[src/rtl/fetch_pkg.sv]
// Shared fetch-unit types: buffer entry layout, FSM states and default parameters.
package fetch_pkg;

  localparam int unsigned WORD_W       = 16;
  localparam int unsigned DEPTH_DEF    = 4;
  localparam logic [WORD_W-1:0] RESET_PC_DEF = 16'h0000;

  typedef enum logic [1:0] {
    ST_FETCH  = 2'd0,
    ST_STALL  = 2'd1,
    ST_HALTED = 2'd2
  } fetch_state_e;

  typedef struct packed {
    logic [WORD_W-1:0] pc;
    logic [WORD_W-1:0] instr;
  } fetch_entry_t;

  // Sequential fetch address; wraps naturally at the top of the 16-bit space.
  function automatic logic [WORD_W-1:0] pc_inc(input logic [WORD_W-1:0] pc);
    return pc + WORD_W'(1);
  endfunction

endpackage

[src/rtl/fetch_fifo.sv]
// Instruction buffer: DEPTH entries of {pc, instr}, registered head, flush clears pointers.
module fetch_fifo
  import fetch_pkg::*;
#(
  parameter int unsigned DEPTH = DEPTH_DEF
) (
  input  logic                   clk,
  input  logic                   reset,
  input  logic                   i_push,
  input  fetch_entry_t           i_data,
  input  logic                   i_pop,
  input  logic                   i_flush,
  output fetch_entry_t           o_head,
  output logic                   o_valid,
  output logic [$clog2(DEPTH):0] o_count
);

  localparam int unsigned PTR_W = $clog2(DEPTH);
  localparam int unsigned CNT_W = PTR_W + 1;

  fetch_entry_t     r_mem [DEPTH];
  logic [PTR_W-1:0] r_rd_ptr;
  logic [PTR_W-1:0] r_wr_ptr;
  logic [CNT_W-1:0] r_count;
  logic             w_pop;

  assign w_pop = i_pop && (r_count != '0);

  always_ff @(posedge clk or negedge reset) begin
    if (!reset) begin
      r_rd_ptr <= '0;
      r_wr_ptr <= '0;
      r_count  <= '0;
      for (int i = 0; i < int'(DEPTH); i++) begin
        r_mem[i] <= '0;
      end
    end else if (i_flush) begin
      r_rd_ptr <= '0;
      r_wr_ptr <= '0;
      r_count  <= '0;
    end else begin
      if (i_push) begin
        r_mem[r_wr_ptr] <= i_data;
        r_wr_ptr        <= r_wr_ptr + PTR_W'(1);
      end
      if (w_pop) begin
        r_rd_ptr <= r_rd_ptr + PTR_W'(1);
      end
      case ({i_push, w_pop})
        2'b10:   r_count <= r_count + CNT_W'(1);
        2'b01:   r_count <= r_count - CNT_W'(1);
        default: r_count <= r_count;
      endcase
    end
  end

  assign o_head  = r_mem[r_rd_ptr];
  assign o_valid = (r_count != '0);
  assign o_count = r_count;

endmodule

[src/rtl/fetch_unit.sv]
// Instruction fetch: credit-limited requests to unified memory, buffered responses, redirect/halt control.
module fetch_unit
  import fetch_pkg::*;
#(
  parameter int unsigned       DEPTH    = DEPTH_DEF,
  parameter logic [WORD_W-1:0] RESET_PC = RESET_PC_DEF
) (
  input  logic              clk,
  input  logic              reset,
  output logic              mem_req,
  output logic [WORD_W-1:0] mem_addr,
  input  logic              mem_gnt,
  input  logic              mem_rvalid,
  input  logic [WORD_W-1:0] mem_rdata,
  output logic              instr_valid,
  output logic [WORD_W-1:0] instr,
  output logic [WORD_W-1:0] instr_pc,
  input  logic              instr_ready,
  input  logic              redirect,
  input  logic [WORD_W-1:0] redirect_pc,
  input  logic              halt,
  output logic              err
);

  localparam int unsigned CNT_W = $clog2(DEPTH) + 1;

  fetch_state_e      r_state;
  fetch_state_e      w_state_next;
  logic [WORD_W-1:0] r_pc;
  logic              r_out;
  logic [WORD_W-1:0] r_out_pc;
  logic              r_err;

  logic              w_mem_req;
  logic              w_grant;
  logic              w_push;
  logic              w_pop;
  logic              w_out_next;
  logic [CNT_W-1:0]  w_count;
  logic [CNT_W-1:0]  w_occ;
  logic [CNT_W-1:0]  w_cnt_next;
  logic [CNT_W-1:0]  w_occ_next;
  logic              w_fifo_valid;
  fetch_entry_t      w_push_data;
  fetch_entry_t      w_head;

  assign w_push_data = '{pc: r_out_pc, instr: mem_rdata};

  fetch_fifo #(.DEPTH(DEPTH)) u_fifo (
    .clk     (clk),
    .reset   (reset),
    .i_push  (w_push),
    .i_data  (w_push_data),
    .i_pop   (w_pop),
    .i_flush (redirect),
    .o_head  (w_head),
    .o_valid (w_fifo_valid),
    .o_count (w_count)
  );

  always_ff @(posedge clk or negedge reset) begin
    if (!reset) begin
      r_state  <= ST_FETCH;
      r_pc     <= RESET_PC;
      r_out    <= 1'b0;
      r_out_pc <= '0;
      r_err    <= 1'b0;
    end else begin
      r_state <= w_state_next;
      r_out   <= w_out_next;
      if (redirect) begin
        r_pc <= redirect_pc;
      end else if (w_grant) begin
        r_pc <= pc_inc(r_pc);
      end
      if (w_grant) begin
        r_out_pc <= r_pc;
      end
      if (mem_rvalid && !r_out) begin
        r_err <= 1'b1;
      end
    end
  end

  // Request credit counts buffered words plus the one in flight, so a response always has a slot.
  always_comb begin
    w_state_next = r_state;
    w_mem_req    = 1'b0;
    w_grant      = 1'b0;
    w_push       = 1'b0;
    w_pop        = 1'b0;
    w_out_next   = r_out;
    w_cnt_next   = w_count;
    w_occ        = w_count + CNT_W'(r_out);
    w_occ_next   = '0;

    w_mem_req  = reset && (r_state == ST_FETCH) && !halt && !redirect
                 && (w_occ < CNT_W'(DEPTH));
    w_grant    = w_mem_req && mem_gnt;
    w_push     = mem_rvalid && r_out && !redirect;
    w_pop      = w_fifo_valid && instr_ready && !redirect;
    w_out_next = w_grant || (r_out && !mem_rvalid);

    if (redirect) begin
      w_cnt_next = '0;
    end else begin
      case ({w_push, w_pop})
        2'b10:   w_cnt_next = w_count + CNT_W'(1);
        2'b01:   w_cnt_next = w_count - CNT_W'(1);
        default: w_cnt_next = w_count;
      endcase
    end
    w_occ_next = w_cnt_next + CNT_W'(w_out_next);

    if (halt) begin
      w_state_next = ST_HALTED;
    end else if (w_occ_next == CNT_W'(DEPTH)) begin
      w_state_next = ST_STALL;
    end else begin
      w_state_next = ST_FETCH;
    end
  end

  assign mem_req     = w_mem_req;
  assign mem_addr    = r_pc;
  assign instr_valid = w_fifo_valid;
  assign instr       = w_head.instr;
  assign instr_pc    = w_head.pc;
  assign err         = r_err;

endmodule
[config.mk]
export PLATFORM = sky130hd
export DESIGN_NAME = fetch_unit
export DESIGN_NICKNAME = d
export VERILOG_FILES = /design/src/rtl/fetch_pkg.sv /design/src/rtl/fetch_fifo.sv /design/src/rtl/fetch_unit.sv
export SDC_FILE = /design/constraint.sdc
export NUM_CORES = 1
export LEC_CHECK = 0
export ABC_CLOCK_PERIOD_IN_PS = 2900
export BUFFER_PORTS_ARGS = -buffer_cell sky130_fd_sc_hd__buf_2
export CAP_MARGIN = 20
export CORE_MARGIN = 2
export CORE_UTILIZATION = 61
export CTS_BUF_LIST = sky130_fd_sc_hd__clkbuf_8
export DETAILED_ROUTE_END_ITERATION = 6
export PLACE_DENSITY = 0.95
export SLEW_MARGIN = 20
export SYNTH_ARGS = -nofsm -noshare
export SYNTH_HDL_FRONTEND = slang
export SYNTH_SLANG_ARGS = --single-unit
[constraint.sdc]
create_clock -name clk -period 2.9 [get_ports clk]
set_input_delay 0.58 -clock clk [delete_from_list [all_inputs] [get_ports clk]]
set_output_delay 0.58 -clock clk [all_outputs]
set_load 0.02 [all_outputs]
==> results_dict.tcl <==
set metrics [dict create \
    clockRootBuffer "clkbuf_8" \
    routedWlPerCell_um 19.5 \
    slew_viol_final 0 \
    crit_top_cell "ha_1" \
    placementRows 41 \
    syn2layout_area_growth_pct 13.9 \
    die_height_um 117 \
    period_minus_slack_ns 2.66 \
    place.detailed.hpwl_um 10100 \
    hold_viol 0 \
    ys_ff_latch 171 \
    tightest_slew_ns 0.912 \
    die_width_um 117 \
    max-cap-violations 0 \
    placed_cell_area_um2 8510 \
    max_freq_mhz 376 \
    synthDominantCellAreaShare_pct 54.5 \
    grt_overflow 0 \
    endpoint_kind "flop" \
    startpoint_type "flop" \
    cts_tree "built" \
    setup_viol 0 \
    layout-drive-gt1-share_pct 50.0 \
    synth.top_cells.by_area "dfrtp_1 (54%), mux2_2 (21%), mux4_2 (9.2%)" \
    worstSkewPairLatency_ns 0.45 \
    required_ns 3.28 \
    utilization_pct 70.9 \
    hold_buffers 0 \
    gp_congestion 0.830 \
    post_cts_buffers 0 \
    slew_headroom_pct 39.2 \
    yosysUniqueCellTypes 43 \
    initialDrtViolationCount 326 \
    crit_slowest_cell "dfrtp_1" \
    synthCells 536 \
    syn_area_um2 7860 \
    hold_path_class "in -> async" \
    skew_ns 0.00812 \
    arrival_ns 3.04 \
    grtUsageTotal_pct 24.5 \
    syn_area_per_cell_um2 14.7 \
    ir_drop_mv 0.457 \
    drc 0 \
    antenna_found_initial 1 \
    power_leakage_uw 0.00442 \
    yosysTopAreaCell "dfrtp_1" \
    outcome "complete, no violations" \
    yosys_warnings 0 \
    cpPeakStageDelay_ns 0.42 \
    io_buffers 89 \
    cts_resized 0 \
    grt_pass1_wl_um 26600 \
    design_area_um2 8950 \
    clock_path_buffers 2 \
    synth_edf_count 0 \
    crit_fanout 6 \
    core_region_area_um2 12600 \
    grt_pass1_vias 5238 \
    routed_wl_um 15800 \
    worstSetupPathType "reg -> reg" \
    fillers 842 \
    synth_ff_type "dfrtp_1" \
    ys_seq_area_share_pct 54.5 \
    fin_crit_sh_pct 91.7 \
    io_pins 90 \
    power_density_nw_per_um2 706 \
    fin_tns_setup_ns 0 \
    diodes 0 \
    clk_pin_slew_ns 0.08 \
    cts_buffers 17 \
    rsz0062_at_grt "false" \
    grt_max_degree 172 \
    start_util_pct 62.3 \
    clock-sinks 171 \
    viasPerCell 6.05 \
    dieArea_um2 13800 \
    async_flop_share_pct 100 \
    num_vias 4904 \
    first_pass_iters 6 \
    final_nets 678 \
    ant_nets 0 \
    syn-num-nets 588 \
    crit_chain "inv_1 -> ha_1 -> nand2b_4 -> nand2_2 -> nor2_1 -> ha_1 -> nor2_1 -> o21ai_0 -> a21oi_1 -> ha_1 -> ha_1 -> nor3_2 -> nand2b_1 -> mux2i_1" \
    htreeDepth 4 \
]
metrics by stage:
step,total power [µW],hold WS [ns],instances,setup slack (ns)
after floorplan,4040,0.284,536,0.220
after global placement,4520,0.437,779,0.248
after detailed placement,4610,0.453,779,0.0910
after CTS,6330,0.255,810,0.0257
after global routing,6630,0.265,810,0.00896
final,6320,0.283,810,0.241
where the power goes:
group	switching [µW]	internal (µW)
registers	306	2660
clock network	817	915
logic	832	787
total	1960	4360
area by class of cell:
type                    instances  area (µm²)  share of cell area [%]
clock buffers                  24         330                    3.69
clock inverters                 7        87.6                   0.979
inverters                      12        45.0                   0.503
multi-input cells             323        3420                    38.2
flip-flops and latches        171        4280                    47.9
well taps                     172         215                    2.41
repair buffers                101         567                    6.33
cell usage after synthesis, types with 5 or more instances:
cell      instances
buf_2             7
nor2_1            9
a21oi_1           5
ha_1             13
mux2_2          144
dfrtp_1         171
xnor2_1           5
mux4_2           32
clkbuf_1          9
nand2_1          19
a221o_1          12
mux2i_1           6
buf_1            13
inv_1            12
o21ai_0           6
nand3_1           8
nor3_1           11
cells in the final DEF, fill, tap and decap left out, types with 5 or more instances in the layout:
cell type | netlist | routed
o21ai_0 | 6 | 6
mux2_2 | 144 | 144
nand2_1 | 19 | 18
buf_4 | 0 | 10
nand3_1 | 8 | 8
xnor2_1 | 5 | 5
a21oi_1 | 5 | 5
a221o_1 | 12 | 12
nor3_1 | 11 | 10
ha_1 | 13 | 13
inv_1 | 12 | 14
dfrtp_1 | 171 | 169
buf_2 | 7 | 88
mux2i_1 | 6 | 6
nor2_1 | 9 | 9
clkbuf_8 | 0 | 24
mux4_2 | 32 | 32
flip-flops by register name, summed over array words and instances, names as in the netlist:
name,cells
mem_addr,16
r_state,2
err,1
r_out,1
u_fifo.r_rd_ptr,2
u_fifo.o_count,3
r_out_pc,16
u_fifo.r_mem,128
u_fifo.r_wr_ptr,2
kinds of logic (layout without fill, tap and decap cells):
group                    count (synthesis)  after routing  share of synthesized area [%]
AO/OA/AOI/OAI                           40             40                           3.97
XOR/XNOR                                 8              8                          0.892
adder cells (fa/ha/maj)                 14             14                           2.20
buffers and inverters                   42            144                           2.21
flip-flops                             171            171                           54.5
multiplexers                           186            186                           31.3
AND/OR/NAND/NOR                         75             75                           4.94
path summary, 6_finish.rpt:
check	start	endpoint	slack (ns)	cells past startpoint
hold reg to reg	err	err	0.47	1
setup / recovery	u_fifo.o_count[1]	r_state[0]	0.24	14
setup reg to reg	u_fifo.o_count[1]	r_state[0]	0.24	14
min in group clk	halt	r_state[1]	0.30	1
max in group asynchronous	reset	u_fifo.r_mem[118]	1.91	2
hold / removal	reset	u_fifo.r_mem[43]	0.28	2
per-layer routing:
| layer | global-route usage (%) | share of wire (%) | vias up |
|---|---|---|---|
| met1 | 33.6 | 43 | 2568 |
| met5 | 0 | 0 | - |
| met3 | 5.57 | 4.2 | 16 |
| met2 | 40.5 | 52 | 146 |
| met4 | 6.17 | 0.79 | 0 |
| li1 | - | - | 2174 |
critical path, delay by kind of cell, from the launching register on:
| family | cells | cell delay, ns |
|---|---|---|
| AOI/OAI and AO/OA | 2 | 0.23 |
| adders and majority gates | 4 | 0.98 |
| buffers and inverters | 1 | 0.16 |
| DFF | 1 | 0.42 |
| muxes | 1 | 0.12 |
| and+or+nand+nor | 6 | 0.68 |
Note: power is estimated with default switching activity, not from simulation.
